===== config.mk =====
export PLATFORM = sky130hd
export DESIGN_NAME = frame_minmax_stats
export DESIGN_NICKNAME = d
export VERILOG_FILES = /design/src/rtl/frame_minmax_stats.sv
export SDC_FILE = /design/constraint.sdc
export NUM_CORES = 1
export LEC_CHECK = 0
export ABC_CLOCK_PERIOD_IN_PS = 5880
export CAP_MARGIN = 30
export CORE_ASPECT_RATIO = 1.75
export CORE_UTILIZATION = 40
export CTS_BUF_LIST = sky130_fd_sc_hd__clkbuf_2
export CTS_CLUSTER_SIZE = 14
export DETAILED_ROUTE_END_ITERATION = 10
export DONT_BUFFER_PORTS = 1
export PLACE_DENSITY = 0.56
export SLEW_MARGIN = 10
export SYNTH_ARGS = -nofsm -noshare
export SYNTH_HDL_FRONTEND = slang
export SYNTH_SLANG_ARGS = --single-unit

===== constraint.sdc =====
create_clock -name clk -period 5.88 [get_ports clk]
set_input_delay 1.47 -clock clk [delete_from_list [all_inputs] [get_ports clk]]
set_output_delay 1.47 -clock clk [all_outputs]
set_load 0.01 [all_outputs]

===== src/rtl/frame_minmax_stats.sv =====
// Per-channel windowed min/max over a video frame, averaged over the last
// 2^AVG_LOG2 frames and reported two cycles after the frame's final eop.
module frame_minmax_stats #(
    parameter int unsigned W        = 8,
    parameter int unsigned CH       = 1,
    parameter int unsigned AVG_LOG2 = 2,
    parameter int unsigned XW       = 12,
    parameter int unsigned YW       = 11
) (
    input  logic               clk,
    input  logic               reset_n,
    input  logic               valid,
    input  logic               sop,
    input  logic               eop,
    input  logic [CH*W-1:0]    data,
    input  logic               clear,
    input  logic [XW-1:0]      cfg_x_start,
    input  logic [XW-1:0]      cfg_x_end,
    input  logic [YW-1:0]      cfg_last_line,
    output logic [CH*W-1:0]    stat_min,
    output logic [CH*W-1:0]    stat_max,
    output logic [CH*W-1:0]    stat_diff,
    output logic               stat_valid
);

    localparam int unsigned DEPTH = 1 << AVG_LOG2;
    localparam int unsigned SW    = W + AVG_LOG2;

    logic [XW-1:0] px_cnt;
    logic [XW-1:0] px_cur;
    logic [YW-1:0] line;
    logic          in_win;
    logic          frame_end;
    logic          frame_hit;
    logic          have_any;
    logic          hist_full;
    logic          pend;

    logic [W-1:0]  samp    [CH];
    logic [W-1:0]  run_min [CH];
    logic [W-1:0]  run_max [CH];
    logic [W-1:0]  fmin    [CH];
    logic [W-1:0]  fmax    [CH];
    logic [W-1:0]  hmin    [CH][DEPTH];
    logic [W-1:0]  hmax    [CH][DEPTH];
    logic [SW-1:0] sum_min [CH];
    logic [SW-1:0] sum_max [CH];
    logic [W-1:0]  avg_min [CH];
    logic [W-1:0]  avg_max [CH];

    // Beat position and frame qualification
    always_comb begin
        px_cur    = sop ? '0 : px_cnt;
        in_win    = valid && (px_cur >= cfg_x_start) && (px_cur <= cfg_x_end);
        frame_end = valid && eop && (line == cfg_last_line);
        frame_hit = frame_end && (have_any || in_win);
    end

    // Running min/max including the current beat
    always_comb begin
        for (int c = 0; c < CH; c++) begin
            samp[c] = data[c*W +: W];
            fmin[c] = samp[c];
            fmax[c] = samp[c];
            if (have_any) begin
                fmin[c] = run_min[c];
                fmax[c] = run_max[c];
                if (in_win && (samp[c] < run_min[c])) fmin[c] = samp[c];
                if (in_win && (samp[c] > run_max[c])) fmax[c] = samp[c];
            end
        end
    end

    // History average, truncating
    always_comb begin
        for (int c = 0; c < CH; c++) begin
            sum_min[c] = '0;
            sum_max[c] = '0;
            for (int d = 0; d < DEPTH; d++) begin
                sum_min[c] = sum_min[c] + SW'(hmin[c][d]);
                sum_max[c] = sum_max[c] + SW'(hmax[c][d]);
            end
            avg_min[c] = W'(sum_min[c] >> AVG_LOG2);
            avg_max[c] = W'(sum_max[c] >> AVG_LOG2);
        end
    end

    always_ff @(posedge clk or negedge reset_n) begin
        if (!reset_n) begin
            px_cnt     <= '0;
            line       <= '0;
            have_any   <= 1'b0;
            hist_full  <= 1'b0;
            pend       <= 1'b0;
            stat_valid <= 1'b0;
            stat_min   <= '0;
            stat_max   <= '0;
            stat_diff  <= '0;
            for (int c = 0; c < CH; c++) begin
                run_min[c] <= '0;
                run_max[c] <= '0;
                for (int d = 0; d < DEPTH; d++) begin
                    hmin[c][d] <= '0;
                    hmax[c][d] <= '0;
                end
            end
        end else if (clear) begin
            // Clear wins over a coincident frame end and cancels a pending update
            px_cnt     <= '0;
            line       <= '0;
            have_any   <= 1'b0;
            hist_full  <= 1'b0;
            pend       <= 1'b0;
            stat_valid <= 1'b0;
            for (int c = 0; c < CH; c++) begin
                run_min[c] <= '0;
                run_max[c] <= '0;
                for (int d = 0; d < DEPTH; d++) begin
                    hmin[c][d] <= '0;
                    hmax[c][d] <= '0;
                end
            end
        end else begin
            pend       <= frame_hit;
            stat_valid <= pend;
            if (pend) begin
                for (int c = 0; c < CH; c++) begin
                    stat_min[c*W +: W]  <= avg_min[c];
                    stat_max[c*W +: W]  <= avg_max[c];
                    stat_diff[c*W +: W] <= avg_max[c] - avg_min[c];
                end
            end
            if (valid) begin
                px_cnt <= px_cur + XW'(1);
                if (eop) line <= (line == cfg_last_line) ? '0 : line + YW'(1);
            end
            if (in_win) begin
                have_any <= 1'b1;
                for (int c = 0; c < CH; c++) begin
                    run_min[c] <= fmin[c];
                    run_max[c] <= fmax[c];
                end
            end
            if (frame_end) have_any <= 1'b0;
            // Push the frame result; an empty history is flooded so the first average is exact
            if (frame_hit) begin
                hist_full <= 1'b1;
                for (int c = 0; c < CH; c++) begin
                    if (!hist_full) begin
                        for (int d = 0; d < DEPTH; d++) begin
                            hmin[c][d] <= fmin[c];
                            hmax[c][d] <= fmax[c];
                        end
                    end else begin
                        hmin[c][0] <= fmin[c];
                        hmax[c][0] <= fmax[c];
                        for (int d = 1; d < DEPTH; d++) begin
                            hmin[c][d] <= hmin[c][d-1];
                            hmax[c][d] <= hmax[c][d-1];
                        end
                    end
                end
            end
        end
    end

endmodule


==> results of run 1 <==
==> cells in the final DEF, fill, tap and decap left out, types with 2 or more instances in the layout <==
cell,count
a211oi_1,13
a211oi_4,2
a21o_1,16
a21oi_1,28
a22oi_1,52
and2b_1,16
and3_1,8
and4b_1,2
buf_4,5
bufinv_16,3
clkbuf_2,19
clkinv_1,3
clkinv_4,2
dfrtp_1,131
fa_1,33
ha_1,59
inv_1,119
inv_6,3
maj3_1,4
mux2_2,19
mux2i_1,25
nand2_1,43
nand2b_1,58
nand3_1,7
nand4_1,12
nor2_1,83
nor2b_1,17
nor3_1,5
o21a_1,6
o21ai_0,35
o21ai_1,2
o31a_1,4
o31ai_1,2
o41ai_4,2
or2_2,2
or3_1,3
or4_1,3
xnor2_1,23
xor2_1,15
==> report_power, final <==
group | switching (uW) | internal [uW] | leakage (uW)
registers | 2.18 | 904 | 0.00183
clock network | 355 | 241 | 0.000152
logic | 37.7 | 28.4 | 0.00250
==> metal layers <==
layer	GRT usage (%)	vias up	wire, um
li1	-	2994	-
met1	20.6	2972	7670
met2	34.3	64	10400
met3	3.51	10	417
met4	5.95	0	305
met5	0	-	0
==> cell type report <==
cell class	count	area [um2]	share of cell area, %
clock buffer	19	95.1	1.04
timing repair buffer	6	57.6	0.628
tap	252	315	3.44
antenna	1	2.50	0.0273
multi-input combinational	614	4820	52.5
sequential	131	3280	35.7
inverter	119	447	4.87
clock inverter	13	158	1.72
==> sequential cells by signal, indices dropped and copies added (netlist names) <==
signal	count
have_any	1
hist_full	1
hmax	32
hmin	32
line	11
pend	1
px_cnt	12
run_max	8
run_min	8
stat_diff	8
stat_max	8
stat_min	8
stat_valid	1
==> cell families (layout without fill, tap and decap cells) <==
kind of cell	Yosys count	in the layout	share of synthesized area [%]
buf+inv	149	157	6.53
other cells	0	1	0
flops	131	131	37.9
mux	44	44	5.36
compound gates	171	171	14.0
simple gates	264	264	15.6
fa+ha+maj	97	97	16.8
xor+xnor	38	38	3.85
==> final timing paths <==
check                               from           end  cells past startpoint
max in group asynchronous        reset_n       line[3]                      0
worst min-delay path             reset_n    run_min[5]                      0
min in group clk                hmax[29]      hmax[21]                      2
worst max register to register   hmin[1]  stat_diff[7]                     17
worst max-delay path             hmin[1]  stat_diff[7]                     17
worst min register to register  hmax[29]      hmax[21]                      2
==> stage by stage <==
step,utilization [%],instances,hold WS (ns),setup slack [ns]
after floorplan,-,894,0.474,1.41
after global placement,42.4,1122,0.477,1.15
after detailed placement,42.4,1122,0.489,1.18
after CTS,43.6,1154,0.331,1.15
after global routing,43.6,1155,0.284,0.879
final,43.6,1155,0.405,1.21
==> reports/metrics.yaml, run 1 <==
synth_fp_nets: 1035
min_period_ns: 4.67
synth-seq-cells: 131
clock_sinks: 131
peakVddDrop_mv: 0.124
power_uw: 1570
yosysMostFrequentCell: "dfrtp_1"
min_period_over_period_pct: 79.4
cts_max_level: 4
place_area_um2: 8920
fmax_ghz: 0.214
setup_viol: 0
critPathRequiredTime_ns: 6.49
yosys_warnings: 0
yosys-top-cells-area: "dfrtp_1, ha_1, fa_1, inv_1, a22oi_1"
grt_overflow: 0
rsz0062_at_grt: "false"
ant_nets: 0
fin_area_um2: 9170
synth_cells: 894
synth_cell_types: 50
worstMarginPinSlew_ns: 0.886
synth_commonest_cells: "dfrtp_1, inv_1, nor2_1"
synth-main-ff-cell: "dfrtp_1"
yosys.area.top_type_share_pct: 37.9
power_leakage_uw: 0.00448
regToRegSetupSlack_ns: 1.21
nFillCells: 2098
finClkSkew_ns: 0.0398
yosysSeqAreaShare_pct: 37.9
end_kind: "flip-flop"
tns_ns: 0
power_density_nw_per_um2: 171
synth_edf_count: 0
std_cell_rows: 70
core_um2: 21000
status: "finished clean"
grt_pass1_vias: 6165
cts_hold_buf: 0
numCtsBuffers: 17
cts_buffer_depth: 2
grt_start_max_net_pins: 132
cts_tree: "built"
track_usage_pct: 18.3
critical_path_arrival_ns: 5.28
ios: 74
first_iter_violations: 253
cts_resized: 0
cp_num_buf_inv: 2
die_height_um: 197
vias_per_cell: 5.23
hpwl_um: 13900
timing.max_cap.violations: 0
cpMaxStageDelayCell: "fa_1"
io_buffers: 0
avgSynthCellArea_um2: 9.68
grt_pass1_wl_um: 31700
crit_fanout: 3
drt-total-wl_um: 18800
slew_violations: 0
clkTransAtPathRegs_ns: 0.22
async_reset_ff_share_pct: 100
start_util_pct: 41.2
start_kind: "flip-flop"
crit_chain: "inv_1, fa_1, inv_1, fa_1, and3_1, fa_1, xnor2_1, ha_1, nor2b_1, o21ai_0, nand2b_1, maj3_1, maj3_2, maj3_1, a21oi_1, xnor2_1, o21ai_1"
nets: 1030
drc: 0
clkLatencyLatePin_ns: 0.72
dieArea_um2: 22300
cts_root_buf: "clkbuf_2"
syn-cell-area_um2: 8650
routabilityCongestion: 0.767
routedWlPerCell_um: 16.3
worstSetupPathType: "flip-flop to flip-flop"
area_growth_pct: 5.97
cp_top_family: "adder cells"
finalHoldViolCount: 0
slowest_delay_ns: 0.53
drive_gt1_share_pct: 7.32
max_slew_margin_pct: 40.0
crit_top_cell: "fa_1"
synth_top_area_cell: "dfrtp_1"
hold_path.class: "input pin to asynchronous set/reset pin"
vias: 6040
post_cts_buffers: 0
antenna_found_initial: 1
chipWidth_um: 113
dr.pass1.iters: 5
No activity file was read; power rests on OpenSTA's default activity.
==> run 2: changes to the inputs <==
- ABC_CLOCK_PERIOD_IN_PS: 5880 -> 4700
- clock period: 5.88 -> 4.7 ns (I/O delays scaled with it)
==> reports/metrics.yaml, run 2 (synthesis gave the netlist of run 1 again) <==
pwr-share-seq_pct: 54.9  # was 57.8%
switching_power_uw: 496  # was 395 uW
finClkSkew_ns: 0.0504  # was 0.0398 ns
clock_sinks: 131  # unchanged
min_period_over_period_pct: 91.9  # was 79.4%
p_int_uw: 1570  # was 1170 uW
layout_common_cells: "dfrtp_1, inv_1, nor2_1"  # unchanged
hpwl_um: 13800  # was 13900 um
cp.depth: 17  # unchanged
first_iter_violations: 265  # was 253
io_buffers: 0  # unchanged
status: "finished clean"  # unchanged
fmax_ghz: 0.232  # was 0.214 GHz
chipWidth_um: 113  # unchanged
routabilityCongestion: 0.797  # was 0.767
ff_latch_area_um2: 3280  # unchanged
cts_buffer_depth: 2  # unchanged
largestRegisters: "hmax x32, hmin x32, px_cnt x12"  # unchanged
nets: 1041  # was 1030
drc: 0  # unchanged
reg2regPathDepth: 17  # unchanged
cts_root_buf: "clkbuf_2"  # unchanged
critPathRequiredTime_ns: 5.30  # was 6.49 ns
start_kind: "flip-flop"  # unchanged
crit_start: "hmax[1]"  # was hmin[1]
core_um2: 21000  # unchanged
clkTransAtPathRegs_ns: 0.23  # was 0.22 ns
std_cell_rows: 70  # unchanged
routedWlPerCell_um: 16.3  # about the same
area_growth_pct: 7.95  # was 5.97%
netSwitchingFraction_pct: 24.0  # was 25.2%
power_leakage_uw: 0.00455  # was 0.00448 uW
power_uw: 2060  # was 1570 uW
drive_gt1_share_pct: 9.53  # was 7.32%
crit_chain: "inv_1, fa_1, fa_1, nand3b_1, fa_2, xor2_2, inv_1, ha_1, nor2b_1, o21ai_1, nand2b_1, maj3_1, maj3_2, maj3_2, a21oi_2, xnor2_1, o21ai_1"  # was inv_1, fa_1, inv_1, fa_1, and3_1, fa_1, xnor2_1, ha_1, nor2b_1, o21ai_0, nand2b_1, maj3_1, maj3_2, maj3_1, a21oi_1, xnor2_1, o21ai_1
grt_pass1_vias: 6382  # was 6165
cp_top_family: "adder cells"  # unchanged
min_period_ns: 4.32  # was 4.67 ns
layout.cells.most_common: "dfrtp_1"  # unchanged
power_density_nw_per_um2: 221  # was 171 nW/um2
die_height_um: 197  # unchanged
critical_path_arrival_ns: 4.92  # was 5.28 ns
cts_max_level: 4  # unchanged
peakVddDrop_mv: 0.147  # was 0.124 mV
crit_fanout: 2  # was 3
regToRegSetupSlack_ns: 0.38  # was 1.21 ns
cpMaxStageDelayCell: "fa_1"  # unchanged
antenna_found_initial: 1  # unchanged
slowest_delay_ns: 0.55  # was 0.53 ns
slew_violations: 0  # unchanged
grt_start_max_net_pins: 132  # unchanged
ant_nets: 0  # unchanged
hold_path.class: "input pin to asynchronous set/reset pin"  # unchanged
grt_overflow: 0  # unchanged
r2r_start: "hmax[1]"  # was hmin[1]
end_kind: "flip-flop"  # unchanged
rsz0062_at_grt: "false"  # unchanged
combPwrFrac_pct: 4.0  # was 4.2%
grt_pass1_wl_um: 31900  # was 31700 um
timing.max_cap.violations: 0  # unchanged
worstSetupPathType: "flip-flop to flip-flop"  # unchanged
p_clk_share_pct: 41.1  # was 38.0%
vias: 6063  # was 6040
setup_viol: 0  # unchanged
worstMarginPinSlew_ns: 0.927  # was 0.886 ns
start_util_pct: 41.2  # unchanged
max_slew_margin_pct: 37.2  # was 40.0%
ios: 74  # unchanged
track_usage_pct: 18.4  # was 18.3%
cp_num_buf_inv: 2  # unchanged
numCtsBuffers: 17  # unchanged
drt-total-wl_um: 19000  # was 18800 um
vias_per_cell: 5.20  # was 5.23
dr.pass1.iters: 5  # unchanged
tns_ns: 0  # unchanged
cp-endpoint: "stat_diff[7]"  # unchanged
finalHoldViolCount: 0  # unchanged
clkLatencyLatePin_ns: 0.72  # about the same
dieArea_um2: 22300  # unchanged
nFillCells: 2099  # was 2098
multiInputGateArea_um2: 4860  # was 4820 um2
cts_tree: "built"  # unchanged
worstReg2RegEnd: "stat_diff[7]"  # unchanged
## run 2: cell count changes in the layout (fill, tap and decap cells not counted), moves of 2 or more
cell,change
inv_6,-3
fa_1,-2
buf_4,+11
clkinvlp_4,+2
xor2_2,+2
a21oi_1,-3
bufinv_16,+2
xor2_1,-2
fa_2,+2
a21oi_2,+3
## run 2: worst min path at each step
stage	cells past startpoint	start	endpoint
after floorplan	2	hmax[25]	hmax[17]
after global placement	2	hmax[29]	hmax[21]
after detailed placement	2	hmax[26]	hmax[18]
after CTS	0	reset_n	hmax[24]
after global routing	0	reset_n	hmin[27]
final	0	reset_n	hmin[27]
## run 2: repair_timing
item                       CTS  global route
setup endpoints to repair    0             1
hold buffers                 0             0
resized for setup            0            10
setup buffers                0            11
## run 2: per-layer routing
| metal | wire, um | share of wire [%] | up-vias | global-route usage, % |
|---|---|---|---|---|
| li1 | - | - | 3016 | - |
| met1 | 7640 | 40 | 2947 | 20.3 |
| met2 | 10400 | 55 | 77 | 34.9 |
| met3 | 453 | 2.4 | 23 | 2.95 |
| met4 | 485 | 2.6 | 0 | 6.97 |
| met5 | 0 | 0 | - | 0 |
## run 2: through the flow
stage	setup WS, ns	hold slack, ns	util, %	instances	area, um2
after floorplan	0.390	0.474	-	894	8650
after global placement	0.144	0.481	42.4	1122	8920
after CTS	0.0767	0.0434	43.9	1154	9220
after detailed placement	0.107	0.491	42.4	1122	8920
after global routing	0.0399	0.0458	44.4	1166	9340
final	0.381	0.141	44.4	1166	9340
## run 2: power by group through the flow
stage | Clock, uW | Combinational [uW] | Sequential [uW]
6_report | 848 | 83.1 | 1130
5_1_grt | 926 | 94.5 | 1130
4_1_cts | 876 | 85.4 | 1130
3_5_place_dp | 0 | 84.9 | 1150
3_3_place_gp | 0 | 84.2 | 1150
2_1_floorplan | 0 | 72.0 | 1150
## run 2: final cells by class
cell class / instances / area share (%)
Antenna cell: 1 / 0.0268
Tap cell: 252 / 3.37
Clock inverter: 14 / 2.26
Clock buffer: 18 / 0.964
Inverter: 119 / 4.78
Multi-Input combinational cell: 614 / 52.0
Sequential cell: 131 / 35.1
Timing Repair Buffer: 17 / 1.50
## run 2: worst reg2reg max path: stages (launching register included)
cell and delay (ns):
dfrtp_1 0.40, inv_1 0.06, fa_1 0.55, fa_1 0.43, nand3b_1 0.21, fa_2 0.43, xor2_2 0.14, inv_1 0.05
ha_1 0.28, nor2b_1 0.14, o21ai_1 0.13, nand2b_1 0.09, maj3_1 0.34, maj3_2 0.32, maj3_2 0.31, a21oi_2 0.14
xnor2_1 0.13, o21ai_1 0.07
==> run 3: changes to the inputs <==
- ABC_CLOCK_PERIOD_IN_PS: 4700 -> 4800
- clock period: 4.7 -> 4.8 ns (I/O delays scaled with it)
==> reports/metrics.yaml, run 3 (synthesis gave the netlist of run 1 again) <==
status: "finished clean"  # unchanged
drc: 0  # unchanged
start_util_pct: 41.2  # unchanged
start_kind: "flip-flop"  # unchanged
grt_pass1_vias: 6295  # was 6382
ios: 74  # unchanged
hold-worst-slack_ns: 0.142  # was 0.141 ns
dr.pass1.iters: 5  # unchanged
chipWidth_um: 113  # unchanged
largestRegisters: "hmax x32, hmin x32, px_cnt x12"  # unchanged
critPathRequiredTime_ns: 5.43  # was 5.30 ns
drt-total-wl_um: 18900  # was 19000 um
worstMarginPinSlew_ns: 0.735  # was 0.927 ns
min_period_ns: 4.47  # was 4.32 ns
dieArea_um2: 22300  # unchanged
grt_overflow: 0  # unchanged
layout.cells.most_common: "dfrtp_1"  # unchanged
std_cell_rows: 70  # unchanged
min_period_over_period_pct: 93.2  # was 91.9%
peakVddDrop_mv: 0.0987  # was 0.147 mV
die_height_um: 197  # unchanged
vias: 6077  # was 6063
layout_common_cells: "dfrtp_1, inv_1, nor2_1"  # unchanged
nets: 1038  # was 1041
fmax_ghz: 0.223  # was 0.232 GHz
crit_chain: "inv_1, fa_1, fa_1, inv_1, ha_1, nand4_1, nand2b_1, a21oi_1, xor2_1, ha_1, o21ai_0, nand2b_1, maj3_1, maj3_2, maj3_1, a21oi_1, xnor2_1, o21ai_1"  # was inv_1, fa_1, fa_1, nand3b_1, fa_2, xor2_2, inv_1, ha_1, nor2b_1, o21ai_1, nand2b_1, maj3_1, maj3_2, maj3_2, a21oi_2, xnor2_1, o21ai_1
grt_pass1_wl_um: 31800  # was 31900 um
first_iter_violations: 254  # was 265
finalHoldViolCount: 0  # unchanged
slowest_delay_ns: 0.51  # was 0.55 ns
cts_max_level: 4  # unchanged
cp_top_family: "adder cells"  # unchanged
numCtsBuffers: 17  # unchanged
fin_area_um2: 9240  # was 9340 um2
place_area_um2: 8910  # was 8920 um2
regToRegSetupSlack_ns: 0.33  # was 0.38 ns
area_growth_pct: 6.79  # was 7.95%
crit_fanout: 3  # was 2
worstSetupPathType: "flip-flop to flip-flop"  # unchanged
grt_start_max_net_pins: 132  # unchanged
hold_path.class: "input pin to asynchronous set/reset pin"  # unchanged
core_um2: 21000  # unchanged
timing.max_cap.violations: 0  # unchanged
slew_violations: 0  # unchanged
critical_path_arrival_ns: 5.11  # was 4.92 ns
tns_ns: 0  # unchanged
finClkSkew_ns: 0.0305  # was 0.0504 ns
drive_gt1_share_pct: 8.57  # was 9.53%
cts_buffer_depth: 2  # unchanged
ant_nets: 0  # unchanged
cts_tree: "built"  # unchanged
cp_num_buf_inv: 2  # unchanged
clock_sinks: 131  # unchanged
cts_root_buf: "clkbuf_2"  # unchanged
power_leakage_uw: 0.00450  # was 0.00455 uW
track_usage_pct: 18.4  # about the same
clkLatencyLatePin_ns: 0.73  # was 0.72 ns
cts_hold_buf: 0  # unchanged
end_kind: "flip-flop"  # unchanged
io_buffers: 0  # unchanged
routabilityCongestion: 0.810  # was 0.797
max_slew_margin_pct: 50.5  # was 37.2%
antenna_found_initial: 1  # unchanged
vias_per_cell: 5.23  # was 5.20
cp.depth: 18  # was 17
setup_viol: 0  # unchanged
clkTransAtPathRegs_ns: 0.20  # was 0.23 ns
routedWlPerCell_um: 16.3  # about the same
reg2regPathDepth: 18  # was 17
cpMaxStageDelayCell: "fa_1"  # unchanged
power_density_nw_per_um2: 208  # was 221 nW/um2
worstReg2RegEnd: "stat_diff[7]"  # unchanged
r2r_start: "hmin[10]"  # was hmax[1]
hpwl_um: 13800  # about the same
## run 3: how the worst max path moves through the flow
stage / from / to / slack [ns]
after floorplan: hmax[1] / stat_diff[7] / 0.49
after global routing: hmin[10] / stat_diff[7] / -0.02
after global placement: hmin[1] / stat_diff[7] / 0.25
final: hmin[10] / stat_diff[7] / 0.33
after CTS: hmin[1] / stat_diff[7] / 0.17
after detailed placement: hmin[1] / stat_diff[7] / 0.20
## run 3: per-stage QoR
step / setup slack, ns / cells / total power (uW) / util [%]
finish: 0.325 / 1163 / 1920 / 44.0
global placement: 0.255 / 1121 / 1210 / 42.4
floorplan: 0.490 / 894 / 1200 / -
detailed placement: 0.204 / 1121 / 1210 / 42.4
CTS: 0.173 / 1153 / 1950 / 43.6
global route: -0.0194 / 1163 / 2000 / 44.0
## run 3: repair_timing
action | CTS | global route
gates resized for setup | 0 | 3
setup buffers | 0 | 8
setup endpoints to repair | 0 | 1
## run 3: area by class of cell
class                      count  area [um2]
fill                        2099       11800
multi-input combinational    614        4830
sequential                   131        3280
inverter                     119         447
tap                          252         315
clock inverter                14         163
timing repair buffer          14         115
clock buffer                  18        90.1
antenna                        1        2.50
## run 3: report_power, final
| group | switching [uW] | leakage, uW | internal (uW) |
|---|---|---|---|
| clock | 444 | 0.000138 | 288 |
| sequential | 2.44 | 0.00183 | 1110 |
| combinational | 46.1 | 0.00253 | 34.8 |
## run 3: layer usage
layer  global-route usage [%]  up-vias  routed length [um]
met4                     6.97        0                 347
met2                     35.1       78               10400
met3                     2.80       16                 451
li1                         -     3011                   -
met5                        0        -                   0
met1                     20.0     2972                7680
## run 3: worst register-to-register path, cell delays in order (launching register included)
cell      delay, ns
dfrtp_1        0.42
inv_1          0.07
fa_1           0.47
fa_1           0.51
inv_1          0.07
ha_1           0.29
nand4_1        0.12
nand2b_1       0.07
a21oi_1        0.17
xor2_1         0.30
ha_1           0.32
o21ai_0        0.09
nand2b_1       0.11
maj3_1         0.34
maj3_2         0.34
maj3_1         0.34
a21oi_1        0.18
xnor2_1        0.13
o21ai_1        0.07
